[src/rtl/code_pkg.sv]
// Shared types and limits for the code converter family.
// Latency: n/a (types and constants only).
// Backpressure: n/a.
package code_pkg;

  // Output code selected per transaction; the encoding matches the 2-bit
  // in_mode/out_mode field on the stream ports.
  typedef enum logic [1:0] {
    CODE_BIN    = 2'b00,
    CODE_GRAY   = 2'b01,
    CODE_ONEHOT = 2'b10,
    CODE_THERM  = 2'b11
  } code_mode_t;

  // Largest supported input width; output width is 2**WIDTH, so 8 already
  // means a 256-bit output bus.
  localparam int CODE_MAX_WIDTH = 8;

  // Output width for a given input width.
  function automatic int code_out_w(input int width);
    return 1 << width;
  endfunction

endpackage

[src/rtl/code_map.sv]
// Combinational WIDTH-bit binary to OUT_W-bit code mapper (binary, Gray, one-hot, thermometer).
// Latency: zero cycles, purely combinational.
// Backpressure: none; no handshake.
//
// Ports:
//   bin_val  in  WIDTH  binary value to convert
//   mode     in  2      selected code (code_mode_t)
//   code_val out OUT_W  converted value, upper bits zero where unused
module code_map
  import code_pkg::*;
#(
  parameter  int WIDTH = 3,
  localparam int OUT_W = code_out_w(WIDTH)
) (
  input  logic [WIDTH-1:0] bin_val,
  input  code_mode_t       mode,
  output logic [OUT_W-1:0] code_val
);

  logic [OUT_W-1:0] bin_ext;
  logic [OUT_W-1:0] gray_val;
  logic [OUT_W-1:0] one_hot;
  logic [OUT_W-1:0] therm;

  assign bin_ext  = OUT_W'(bin_val);
  assign gray_val = bin_ext ^ (bin_ext >> 1);
  assign one_hot  = OUT_W'(1) << bin_val;
  // Subtracting one from the one-hot word sets every bit below the hot bit:
  // A=0 gives all-zero, A=OUT_W-1 gives OUT_W-1 ones with the MSB clear.
  assign therm    = one_hot - OUT_W'(1);

  always_comb begin
    code_val = bin_ext;
    case (mode)
      CODE_BIN:    code_val = bin_ext;
      CODE_GRAY:   code_val = gray_val;
      CODE_ONEHOT: code_val = one_hot;
      CODE_THERM:  code_val = therm;
      default:     code_val = bin_ext;
    endcase
  end

endmodule

[src/rtl/code_converter_stream.sv]
// Streaming code converter: valid/ready in, encode, two-entry (main + skid) registered out.
// Latency: one cycle from input accept to out_valid; one transfer per cycle while out_ready=1.
// Backpressure: in_ready depends only on rst and the skid flop, dropping one cycle after the first stalled accept.
//
// Ports:
//   clk, rst                      rising-edge clock, synchronous active-high reset
//   in_valid/in_ready/in_data/in_mode   producer side, in_mode sampled with in_data
//   out_valid/out_ready/out_data/out_mode consumer side, out_mode is the mode that made out_data
module code_converter_stream
  import code_pkg::*;
#(
  parameter  int WIDTH = 3,
  localparam int OUT_W = code_out_w(WIDTH)
) (
  input  logic             clk,
  input  logic             rst,
  input  logic             in_valid,
  output logic             in_ready,
  input  logic [WIDTH-1:0] in_data,
  input  logic [1:0]       in_mode,
  output logic             out_valid,
  input  logic             out_ready,
  output logic [OUT_W-1:0] out_data,
  output logic [1:0]       out_mode
);

  // Elaboration-time guard on the supported width range.
  if (WIDTH < 1 || WIDTH > CODE_MAX_WIDTH) begin : g_bad_width
    $error("code_converter_stream: WIDTH must be within 1..%0d", CODE_MAX_WIDTH);
  end

  // Occupancy encoding {main_valid, skid_valid}; 2'b01 is unreachable.
  localparam logic [1:0] ST_EMPTY   = 2'b00;
  localparam logic [1:0] ST_ONE     = 2'b10;
  localparam logic [1:0] ST_FULL    = 2'b11;
  localparam logic [1:0] ST_ILLEGAL = 2'b01;

  logic             main_valid_q, main_valid_d;
  logic [OUT_W-1:0] main_data_q,  main_data_d;
  code_mode_t       main_mode_q,  main_mode_d;
  logic             skid_valid_q, skid_valid_d;
  logic [OUT_W-1:0] skid_data_q,  skid_data_d;
  code_mode_t       skid_mode_q,  skid_mode_d;

  logic [1:0]       state;
  logic             accept;
  logic             out_xfer;
  code_mode_t       in_mode_e;
  logic [OUT_W-1:0] enc_data;

  assign in_mode_e = code_mode_t'(in_mode);

  // Encoding happens ahead of the registers so both entries store final code.
  code_map #(
    .WIDTH (WIDTH)
  ) u_code_map (
    .bin_val  (in_data),
    .mode     (in_mode_e),
    .code_val (enc_data)
  );

  // in_ready comes from the skid flop and rst only, so out_ready never
  // reaches the producer combinationally; rst masks in_valid during reset.
  assign in_ready  = !rst && !skid_valid_q;
  assign accept    = in_valid && in_ready;
  assign out_xfer  = main_valid_q && out_ready;
  assign state     = {main_valid_q, skid_valid_q};

  assign out_valid = main_valid_q;
  assign out_data  = main_data_q;
  assign out_mode  = main_mode_q;

  always_comb begin
    main_valid_d = main_valid_q;
    main_data_d  = main_data_q;
    main_mode_d  = main_mode_q;
    skid_valid_d = skid_valid_q;
    skid_data_d  = skid_data_q;
    skid_mode_d  = skid_mode_q;

    case (state)
      ST_EMPTY: begin
        if (accept) begin
          main_valid_d = 1'b1;
          main_data_d  = enc_data;
          main_mode_d  = in_mode_e;
        end
      end

      ST_ONE: begin
        if (accept && out_xfer) begin
          // Old main leaves and the new entry replaces it on the same edge.
          main_data_d = enc_data;
          main_mode_d = in_mode_e;
        end else if (accept) begin
          // Main is stalled: park the new entry so in_ready can drop a
          // cycle later without losing this transfer.
          skid_valid_d = 1'b1;
          skid_data_d  = enc_data;
          skid_mode_d  = in_mode_e;
        end else if (out_xfer) begin
          main_valid_d = 1'b0;
        end
      end

      ST_FULL: begin
        // in_ready is low here, so only the output side can move.
        if (out_xfer) begin
          main_data_d  = skid_data_q;
          main_mode_d  = skid_mode_q;
          skid_valid_d = 1'b0;
        end
      end

      ST_ILLEGAL: begin
        // Unreachable; recover to EMPTY rather than emit a stale skid entry.
        main_valid_d = 1'b0;
        skid_valid_d = 1'b0;
      end

      default: begin
        main_valid_d = 1'b0;
        skid_valid_d = 1'b0;
      end
    endcase
  end

  always_ff @(posedge clk) begin
    if (rst) begin
      main_valid_q <= 1'b0;
      main_data_q  <= '0;
      main_mode_q  <= CODE_BIN;
      skid_valid_q <= 1'b0;
      skid_data_q  <= '0;
      skid_mode_q  <= CODE_BIN;
    end else begin
      main_valid_q <= main_valid_d;
      main_data_q  <= main_data_d;
      main_mode_q  <= main_mode_d;
      skid_valid_q <= skid_valid_d;
      skid_data_q  <= skid_data_d;
      skid_mode_q  <= skid_mode_d;
    end
  end

  // The skid entry must never be valid behind an empty main register.
  illegal_state_a : assert property (@(posedge clk) disable iff (rst)
    !(skid_valid_q && !main_valid_q));

endmodule

[config.mk]
export PLATFORM = sky130hd
export DESIGN_NAME = code_converter_stream
export DESIGN_NICKNAME = d
export VERILOG_FILES = /design/src/rtl/code_pkg.sv /design/src/rtl/code_map.sv /design/src/rtl/code_converter_stream.sv
export SDC_FILE = /design/constraint.sdc
export NUM_CORES = 1
export LEC_CHECK = 0
export ABC_AREA = 1
export CORE_MARGIN = 4
export CORE_UTILIZATION = 54
export DETAILED_ROUTE_END_ITERATION = 12
export PLACE_DENSITY = 0.79
export SLEW_MARGIN = 15
export SYNTH_ARGS = -nofsm -noshare
export SYNTH_HDL_FRONTEND = slang
export SYNTH_SLANG_ARGS = --single-unit
[constraint.sdc]
create_clock -name clk -period 2.2 [get_ports clk]
set_input_delay 0.44 -clock clk [delete_from_list [all_inputs] [get_ports clk]]
set_output_delay 0.44 -clock clk [all_outputs]
set_load 0.1 [all_outputs]
## Yosys cells after proc, flatten, opt, wreduce, memory -nomap -nowiden

Cells that the tools add are included.

| storage, ports and cells | value |
|---|---|
| register bits | 22 |
| input port bits | 9 |
| output and inout port bits | 12 |
| logic and storage cells | 54 |

| cells by class | value |
|---|---|
| $add $sub $neg | 1 |
| equality and inequality tests | 13 |
| shift operators | 1 |
| mux-type cells | 16 |
| bitwise operators | 2 |
| reduce and logical (&&, ||, !) cells | 15 |

Operators with widths:

| operator | count |
|---|---|
| $pmux W8 S4 | 1 |
| $mux W8 | 3 |
| $pmux W8 S3 | 1 |
| $ne A2 B2 Y1 const B | 7 |
| $reduce_bool A3 Y1 | 3 |
| $eq A2 B2 Y1 const B | 4 |
| $reduce_and A4 Y1 | 2 |
| $shl A1 B3 Y8 const A | 1 |
| $sub A8 B1 Y8 const B | 1 |
| $mux W2 | 3 |
| $pmux W1 S3 | 2 |
| $pmux W2 S3 | 1 |
| $mux W1 | 5 |
| $reduce_and A5 Y1 | 1 |
| $eq A2 B1 Y1 const B | 2 |
| $logic_and A1 B1 Y1 | 4 |
| $logic_not A2 Y1 | 2 |
| $reduce_and A3 Y1 | 1 |
| $xor A3 B2 Y3 | 1 |
| $logic_not A1 Y1 | 2 |
| $not A1 Y1 | 1 |

## Depth between registers and ports, before layout

Gate-level depths: netlist of the first run.

| logic depth | value |
|---|---|
| depth in word-level cells | 6 |
| depth in mapped cells | 12 |

## Modules after synthesis

A second synthesis of the first run with hierarchy kept.

| unflattened totals | value |
|---|---|
| cells, all modules | 220 |
| area total of the unflattened synthesis | 1561.5 um^2 |

Modules (own cells, without submodules):

| module | times used | cells an instance | area an instance (um^2) | sequential area each (um^2) |
|---|---|---|---|---|
| code_converter_stream | 1 | 147 | 1136.1 | 440.4 |
| code_map | 1 | 73 | 425.4 | 0.0 |

## Worst setup path before layout of the first run

Ideal clock, no wire load.

| timing path | value |
|---|---|
| path kind | register -> register |
| start point | register main_valid_q, in the netlist out_valid |
| end point | register main_data_q[3], in the netlist out_data[3] |
| setup time | 0.056 ns |
| arrival | 2.362 ns |
| data required time | 2.144 ns |
| path slack | -0.218 ns |
| cell stages (with the launch flop) | 11 |
| cell sequence | dfxtp_1 > inv_1 > ha_1 > or2_2 > nand2_2 > nand2_4 > nor2_8 > nor2_1 > nor2_1 > nand2_1 > inv_1 |

| on the way | value |
|---|---|
| cells in the longest elaborated chain, start to end | 4 |
| elaborated cells between the ends (all ways) | 11 |

RTL lines:

| what | RTL line | text |
|---|---|---|
| from (decl) | code_converter_stream.sv:38 | `logic main_valid_q, main_valid_d;` |
| from (signal assigned) | code_converter_stream.sv:137 | `main_valid_q <= main_valid_d;` |
| $logic_and A1 B1 Y1 | code_converter_stream.sv:66 | `assign out_xfer = main_valid_q && out_ready;` |
| $logic_and A1 B1 Y1 | code_converter_stream.sv:91 | `if (accept && out_xfer) begin` |
| $ne A2 B2 Y1 (no source line) | n/a |  |
| $reduce_and A4 Y1 (no source line) | n/a |  |
| to (signal assigned) | code_converter_stream.sv:138 | `main_data_q <= main_data_d;` |
| to (decl) | code_converter_stream.sv:39 | `logic [OUT_W-1:0] main_data_q, main_data_d;` |

Several ways; a longest one is shown, not always the timed one.
A chain may end at the register's enable or synchronous reset.

## Worst setup path after layout of the first run

| timing path | value |
|---|---|
| start point | input port in_data[0] |
| end point | register main_data_q[4], in the netlist out_data[4] |

| on the way | value |
|---|---|
| cells in the longest elaborated chain, start to end | 5 |
| elaborated cells between the ends (all ways) | 6 |

RTL lines:

| what | RTL line | text |
|---|---|---|
| from (decl) | code_converter_stream.sv:19 | `input logic [WIDTH-1:0] in_data,` |
| $shl A1 B3 Y8 (*) | code_map.sv:27 | `assign one_hot = OUT_W'(1) << bin_val;` |
| $sub A8 B1 Y8 | code_map.sv:30 | `assign therm = one_hot - OUT_W'(1);` |
| $pmux W8 S4 (*) | code_map.sv:34 | `case (mode)` |
| $mux W8, on equally long branches | code_converter_stream.sv:91, code_converter_stream.sv:83 |  |
| $pmux W8 S3 (*) | code_converter_stream.sv:81 | `case (state)` |

Every way passes the cells marked *; elsewhere a longest branch is shown, timed or not. The select of a mux whose other input is x is not followed.

==> results of run 1 <==
==> cells by family (layout without fill, tap and decap cells) <==
family	count (synthesis)	in the layout
buffers and inverters	30	55
adders and majority gates	10	10
AOI/OAI and AO/OA	45	45
DFF	22	22
and+or+nand+nor	111	111
==> routing by layer <==
metal,global-route usage,vias to the layer above
li1,-,761
met4,0.0601,0
met2,0.330,35
met3,0.0454,4
met5,0,-
met1,0.255,642
==> power by group <==
group,total [mW],leakage (nW),internal [mW],switching [mW]
clock network,0.305,0.0279,0.184,0.121
registers,0.591,0.180,0.519,0.0722
logic,1.47,0.690,0.353,1.11
==> through the flow <==
stage,cells,setup WS [ns]
final,273,0.261
after CTS,273,0.276
after floorplan,218,0.159
after global placement,269,0.0510
after detailed placement,269,-0.0255
after global routing,273,0.119
==> registers in the layout (all words and copies together), names as in the netlist <==
name,cells
out_data,8
skid_valid_q,1
out_mode,2
skid_mode_q,2
out_valid,1
skid_data_q,8
==> synth_stat cells, drive strengths merged <==
| master | count | area, µm² |
|---|---|---|
| nand2 | 60 | 253 |
| o21ai | 26 | 130 |
| ha | 10 | 125 |
| nand4 | 5 | 46.3 |
| clkbuf | 2 | 7.51 |
| inv | 24 | 90.1 |
| nor2 | 28 | 139 |
| nand3 | 15 | 80.1 |
| or2 | 2 | 12.5 |
| buf | 4 | 20.0 |
| a21oi | 17 | 85.1 |
| nor3b | 1 | 12.5 |
| o211ai | 2 | 15.0 |
| dfxtp | 22 | 440 |
==> worst min path at each step <==
stage	to	slack [ns]	cells after the start
after CTS	skid_data_q[2]	0.49	2
after detailed placement	skid_data_q[2]	0.47	2
after floorplan	skid_data_q[2]	0.44	2
after global placement	skid_data_q[2]	0.46	2
final	skid_data_q[2]	0.49	2
after global routing	out_data[4]	0.51	2
==> critical path, cell delays in order <==
cell and delay (ns):
clkdlybuf4s50_1 0.53, inv_1 0.09, ha_1 0.24, nand2_2 0.09, ha_1 0.14, nand2_1 0.07
inv_1 0.11, nand2_1 0.06, nand2_1 0.07, nand2_1 0.07, nand2_1 0.08, nand3_1 0.07
a21oi_1 0.12
==> area by class of cell <==
class,count,share of cell area
multi-input combinational,166,0.512
sequential,22,0.252
timing repair buffer,27,0.134
inverter,24,0.0513
tap,30,0.0214
clock inverter,1,0.0171
clock buffer,3,0.0128
==> cells in the final DEF, fill, tap and decap left out <==
| cell | netlist | layout |
|---|---|---|
| clkbuf_4 | 0 | 3 |
| clkdlybuf4s50_1 | 0 | 8 |
| nand4_4 | 1 | 1 |
| o211ai_1 | 2 | 2 |
| nand4_1 | 4 | 4 |
| nor2_2 | 1 | 1 |
| o21ai_0 | 21 | 21 |
| nand2_2 | 8 | 8 |
| nand2_1 | 51 | 51 |
| bufinv_16 | 0 | 1 |
| inv_1 | 22 | 22 |
| dfxtp_1 | 22 | 21 |
| nand3_1 | 14 | 14 |
| dfxtp_2 | 0 | 1 |
| nor2_8 | 1 | 1 |
| nand2_4 | 1 | 1 |
| nand3_2 | 1 | 1 |
| or2_2 | 2 | 2 |
| o21ai_1 | 5 | 5 |
| buf_12 | 0 | 1 |
| ha_1 | 10 | 10 |
| buf_4 | 0 | 18 |
| nor3b_2 | 1 | 1 |
| inv_2 | 2 | 2 |
| nor2_4 | 2 | 2 |
| a21oi_1 | 17 | 17 |
| nor2_1 | 24 | 24 |
==> results.cfg, run 1 <==
[status]
status = complete, no violations

[yosys]
synthCells = 218
syn-mean-instance-area_um2 = 6.68
netlist_area_um2 = 1460
synth_compound_area_frac = 0.158
synthMuxAreaShare = 0
synth_top_family_by_area = simple AND/OR/NAND/NOR gates
synth-simple-area-share = 0.373
yosys_warnings = 0
synth_xor_area_frac = 0
synth.yosys.seq_area_share = 0.302
synth_fp_nets = 237
synth_seq_cells = 22
synth_fa_ha_area_frac = 0.0859
yosys.cell_types.count = 23

[layout]
drive_gt1_frac = 0.181
ff_latch_area_um2 = 442
final_nets = 263
design_area_um2 = 1760
multi_input_area_um2 = 898
fillers = 223
num_antenna_cells = 0
post-route-util = 0.696
syn2layout_area_growth_pct = 20.5

[floorplanning]
die_w_um = 59.9
core-area_um2 = 2520
ios = 21
rows = 18
die_area_um2 = 3590
initial_core_util = 0.577
die_h_um = 59.9

[setup_path]
crit_end = out_data[4]
endpoint_kind = flip-flop
critPathKind = in2reg
ff2ff_path_depth = 9
required_ns = 2.44
path_max_fanout = 4
cp-startpoint = in_data[0]
r2r-end = out_data[3]
timing.rr.start = skid_valid_q
regToRegSetupSlack_ns = 0.29
cp-start-kind = primary input
cp.arrival_ns = 2.18

[routing]
drt-pass1-iter-count = 4
met3_length_um = 154
wire_per_inst_um = 11.5
drt-total-wl_um = 3140
drtAntennaViolNets = 0
drtIter0Drc = 60
route.vias.total = 1442
drt-met1-wl_um = 1460
drc = 0
wl_met2_um = 1490
vias_per_cell = 5.28
dr.max_layer_used = met4

[worst_hold_path]
hp-class = reg2reg
min_from = skid_data_q[2]

[grt]
grt_pass1_vias = 1319
antenna_found_initial = 0
grt_max_degree = 20
grt_pass1_wl_um = 5590
grt_overflow = 0
grtUsageTotal = 0.199

[clock_tree]
clkTransAtPathRegs_ns = 0.12
clk_latency_ns = 0.30
cts-resized-gates = 0
htree_levels = 1
ctsLongestPathBuffers = 2
cts-root-buf = clkbuf_4
cts.sink_count = 22
ctsHoldBuffers = 0
cts_setup_buffers = 0
cts_made_buffers = 3
cts_tree = built

[sta]
fmax_mhz = 516
setup_violations = 0
setup-tns-final_ns = 0
tightest_slew_ns = 0.475
rsz0062_at_grt = no
maxSlewHeadroom = 0.683
fin_crit_ns = 1.94
report.final.slew_viol_count = 0
fin_crit_sh = 0.881
final-hold-violation-count = 0
skew_ns = 0.00247
hold_ws_ns = 0.488

[power]
powerDensity_nw_per_um2 = 1350
vdd_drop_max_mv = 1.46
power_leakage_nw = 0.898
p_total_mw = 2.36

[placement]
place_hpwl_um = 2470
gp_congestion = 0.905
postPlaceCellArea_um2 = 1700
io_buffers = 20

[flow_run]
max_cap_violations = 0
Note: power is estimated with default switching activity, not from simulation.
==> run 2: changes to the inputs <==
--- a/config.mk
+++ b/config.mk
@@ -10,6 +10,7 @@
 export CORE_UTILIZATION = 54
 export DETAILED_ROUTE_END_ITERATION = 12
 export PLACE_DENSITY = 0.79
+export RECOVER_POWER = 100
 export SLEW_MARGIN = 15
 export SYNTH_ARGS = -nofsm -noshare
 export SYNTH_HDL_FRONTEND = slang
==> run 2 against run 1 <==
Against the previous run: cell count stayed put; core utilization is 2.3 points lower; sequential cell count stayed put; routed wire length hardly changed; critical path depth stayed put; register-to-register slack worse by 0.04 ns; non-clock buffer count stayed put; maximum frequency is 4.9% lower; clock power hardly changed; combinational power is 6% lower; global-route usage stayed put; power is 3.8% lower; critical path type unchanged; critical endpoint unchanged; highest routed layer unchanged.
==> results.cfg, run 2 (synthesis gave the netlist of run 1 again) <==
[clock_tree]
cts-resized-gates = 0
htree_levels = 1
cts-root-buf = clkbuf_4
clk_latency_ns = 0.30
cts_setup_buffers = 0
ctsLongestPathBuffers = 2
cts.sink_count = 22
cts_tree = built
cts_made_buffers = 3
clkTransAtPathRegs_ns = 0.12
ctsHoldBuffers = 0

[worst_hold_path]
hp-class = reg2reg

[placement]
postPlaceCellArea_um2 = 1700
gp_congestion = 0.905
place_inst = 269
place_hpwl_um = 2470
io_buffers = 20

[grt]
grt_overflow = 0
grt_max_degree = 20
grt_pass1_vias = 1319
antenna_found_initial = 0
grtUsageTotal = 0.199
grt_pass1_wl_um = 5590

[power]
seqPwrFrac = 0.259
pwr-share-comb = 0.607
vdd_drop_max_mv = 1.43
power_leakage_nw = 0.877
switching_power_mw = 1.29
switching_share = 0.568
powerDensity_nw_per_um2 = 1340
p_total_mw = 2.28
p_int_mw = 0.983
clkPwrFrac = 0.134

[sta]
fmax_mhz = 490
maxSlewHeadroom = 0.631
report.final.slew_viol_count = 0
setup_violations = 0
rsz0062_at_grt = no
setup-tns-final_ns = 0
final-hold-violation-count = 0
fin_crit_sh = 0.927
skew_ns = 0.00132
hold_ws_ns = 0.488
tightest_slew_ns = 0.556
fin_crit_ns = 2.04

[layout]
num_antenna_cells = 0
multi_input_area_um2 = 876
final-instance-count-excl-fill = 273
design_area_um2 = 1700
final_cell_mix = 53 x nand2_1, 25 x nor2_1, 22 x inv_1, 21 x o21ai_0, 21 x dfxtp_1
final_nets = 263
final_common_cell = nand2_1
ff_latch_area_um2 = 442
fillers = 238
syn2layout_area_growth_pct = 16.6
drive_gt1_frac = 0.152

[floorplanning]
ios = 21
die_h_um = 59.9
die_area_um2 = 3590
rows = 18
die_w_um = 59.9
core-area_um2 = 2520
initial_core_util = 0.577

[setup_path]
endpoint_kind = flip-flop
crit_end = out_data[4]
timing.rr.start = skid_valid_q
path_max_fanout = 4
ff2ff_path_depth = 10
cp-startpoint = in_data[0]
r2r-end = out_data[3]
cp.arrival_ns = 2.28
critPathKind = in2reg
cp-start-kind = primary input
regToRegSetupSlack_ns = 0.25
required_ns = 2.45

[routing]
drt-total-wl_um = 3140
drt-pass1-iter-count = 4
route.vias.total = 1447
vias_per_cell = 5.30
drtAntennaViolNets = 0
drtIter0Drc = 51
drc = 0
wire_per_inst_um = 11.5

[status]
status = complete, no violations

[flow_run]
max_cap_violations = 0
-- run 2: worst max-delay path, cell delays in order --
cell	delay [ns]
dlygate4sd3_1	0.60
inv_1	0.10
ha_1	0.23
nand2_1	0.11
ha_1	0.15
nand2_1	0.07
inv_1	0.11
nand2_1	0.06
nand2_1	0.07
nand2_1	0.07
nand2_1	0.08
nand3_1	0.07
a21oi_1	0.12
-- run 2: power by group through the flow --
stage	Combinational [mW]	Sequential, mW	Clock [mW]
final	1.38	0.590	0.304
after CTS	1.47	0.592	0.311
after global routing	1.48	0.609	0.335
after detailed placement	1.47	0.600	0
after global placement	1.45	0.593	0
after floorplan	0.506	1.26	0
-- run 2: worst min path at each step --
stage,start,endpoint,slack (ns),cells past startpoint
4_1_cts,skid_data_q[2],skid_data_q[2],0.49,2
5_1_grt,out_data[4],out_data[4],0.51,2
6_report,skid_data_q[2],skid_data_q[2],0.49,2
2_1_floorplan,skid_data_q[2],skid_data_q[2],0.44,2
3_3_place_gp,skid_data_q[2],skid_data_q[2],0.46,2
3_5_place_dp,skid_data_q[2],skid_data_q[2],0.47,2
-- run 2: per-layer routing --
metal	wire [µm]	global-route usage
met1	1460	0.255
met2	1500	0.330
met3	140	0.0454
met4	36	0.0601
met5	0	0
-- run 2: final cells by class --
type / count / area share
clock inverters: 1 / 0.0177
well taps: 30 / 0.0221
clock buffers: 3 / 0.0133
flip-flops and latches: 22 / 0.260
inverters: 24 / 0.0531
multi-input cells: 166 / 0.516
repair buffers: 27 / 0.118
-- run 2: through the flow --
step	util	setup slack (ns)
after floorplan	-	0.159
after global placement	0.675	0.0510
after detailed placement	0.675	-0.0255
after CTS	0.696	0.276
after global routing	0.673	0.0675
final	0.673	0.161
==> run 3: changes to the inputs <==
--- a/config.mk
+++ b/config.mk
@@ -7,9 +7,8 @@
 export LEC_CHECK = 0
 export ABC_AREA = 1
 export CORE_MARGIN = 4
-export CORE_UTILIZATION = 54
+export CORE_UTILIZATION = 40
 export DETAILED_ROUTE_END_ITERATION = 12
-export PLACE_DENSITY = 0.79
 export RECOVER_POWER = 100
 export SLEW_MARGIN = 15
 export SYNTH_ARGS = -nofsm -noshare
==> run 3 against run 2 <==
Against the previous run: sequential share of layout area decreased by 0.076 points; cell area up 0.29%; clock power rose by 3%; worst setup slack improved by 0.063 ns; maximum frequency grew 3.2%; clock skew increased by 0.0022 ns; count of clock-buffer cells in the layout stayed put; routed wire length grew 1.5%; largest cell class unchanged; largest power group unchanged.
==> results.cfg, run 3 (synthesis gave the netlist of run 1 again) <==
[sta]
fin_crit_ns = 1.98
setup_violations = 0
rsz0062_at_grt = no
hold_ws_ns = 0.483
finalWorstSetupSlack_ns = 0.224
fmax_mhz = 506
maxSlewHeadroom = 0.640
final-hold-violation-count = 0
skew_ns = 0.00352
tightest_slew_ns = 0.543
report.final.slew_viol_count = 0
fin_crit_sh = 0.898

[layout]
syn2layout_area_growth_pct = 16.9
drive_gt1_frac = 0.153
final_cell_mix = 53 x nand2_1, 25 x nor2_1, 22 x inv_1, 22 x o21ai_0, 21 x dfxtp_1
fillers = 377
final-instance-count-excl-fill = 288
final_common_cell = nand2_1
num_antenna_cells = 0
final_nets = 262

[routing]
drtIter0Drc = 58
vias_per_cell = 4.76
drt-total-wl_um = 3190
drc = 0
drtAntennaViolNets = 0
route.vias.total = 1372
wire_per_inst_um = 11.1
drt-pass1-iter-count = 4

[placement]
place_hpwl_um = 2490
place_inst = 284
gp_congestion = 0.829
dp_slack_ns = -0.0371
io_buffers = 20

[setup_path]
cp-start-kind = flip-flop
critPathKind = reg2reg
required_ns = 2.45
endpoint_kind = flip-flop
path_max_fanout = 10
cp.arrival_ns = 2.23

[floorplanning]
die_h_um = 68.3
die_w_um = 68.3
initial_core_util = 0.426
core-area_um2 = 3420
rows = 21
die_area_um2 = 4670
ios = 21

[power]
power_leakage_nw = 0.866
vdd_drop_max_mv = 0.745
powerDensity_nw_per_um2 = 1320

[status]
status = complete, no violations

[clock_tree]
cts_made_buffers = 3
clkTransAtPathRegs_ns = 0.13
cts-root-buf = clkbuf_4
cts-resized-gates = 0
ctsHoldBuffers = 0
cts_setup_buffers = 0
ctsLongestPathBuffers = 2
cts_tree = built
htree_levels = 1
clk_latency_ns = 0.31
cts.sink_count = 22

[grt]
grt_overflow = 0
grtUsageTotal = 0.153
antenna_found_initial = 0
grt_max_degree = 20
grt_pass1_vias = 1214
grt_pass1_wl_um = 5490

[worst_hold_path]
hp-class = reg2reg

[flow_run]
max_cap_violations = 0
## run 3: cell types whose count changed in the layout (fill, tap and decap cells not counted)
cell             delta
nor2_8              -1
nor2_4              +1
dlygate4sd3_1       -1
o21ai_1             -1
buf_4               -1
clkdlybuf4s50_1     +1
clkbuf_2            +1
o21ai_0             +1
clkbuf_1            -1
## run 3: power by group
group          total (mW)  leakage [nW]  internal (mW)  switching (mW)
clock network       0.313        0.0279          0.184           0.129
registers           0.589         0.180          0.519          0.0702
logic                1.35         0.658          0.270            1.08
total                2.25         0.866          0.973            1.28
## run 3: routing by layer
| layer | routed length (µm) | GRT usage | up-vias |
|---|---|---|---|
| li1 | - | - | 754 |
| met1 | 1680 | 0.218 | 598 |
| met2 | 1360 | 0.236 | 18 |
| met3 | 119 | 0.0361 | 2 |
| met4 | 17 | 0.0298 | 0 |
| met5 | 0 | 0 | - |
## run 3: layout make-up
class | instances | area [µm²] | share of cell area
clock buffer | 3 | 22.5 | 0.0132
multi-input combinational | 166 | 867 | 0.509
timing repair buffer | 26 | 194 | 0.114
clock inverter | 1 | 30.0 | 0.0176
sequential | 22 | 442 | 0.259
inverter | 24 | 90.1 | 0.0529
tap | 46 | 57.6 | 0.0338
## run 3: critical path, stage by stage, from the launching register on
cell and delay (ns):
dfxtp_1 0.51, inv_1 0.12, ha_1 0.30, or2_2 0.30, nand2_2 0.10, nand2_1 0.09, nor2_4 0.24, o21ai_0 0.12
a21oi_1 0.14
## run 3: per-stage QoR
stage	utilization	area (µm²)	TNS [ns]	total power, mW
2_1_floorplan	-	1460	0	1.77
3_3_place_gp	0.502	1720	-0.0137	2.07
3_5_place_dp	0.502	1720	-0.0482	2.07
4_1_cts	0.518	1770	0	2.38
5_1_grt	0.499	1700	0	2.38
6_report	0.499	1700	0	2.25
## run 3: final timing paths
path                                     start              to  slack, ns  depth (start not counted)
worst min-delay path            skid_data_q[2]  skid_data_q[2]       0.48                          2
worst min register to register  skid_data_q[2]  skid_data_q[2]       0.48                          2
worst max register to register    skid_valid_q     out_data[7]       0.22                          8
worst max-delay path              skid_valid_q     out_data[7]       0.22                          8
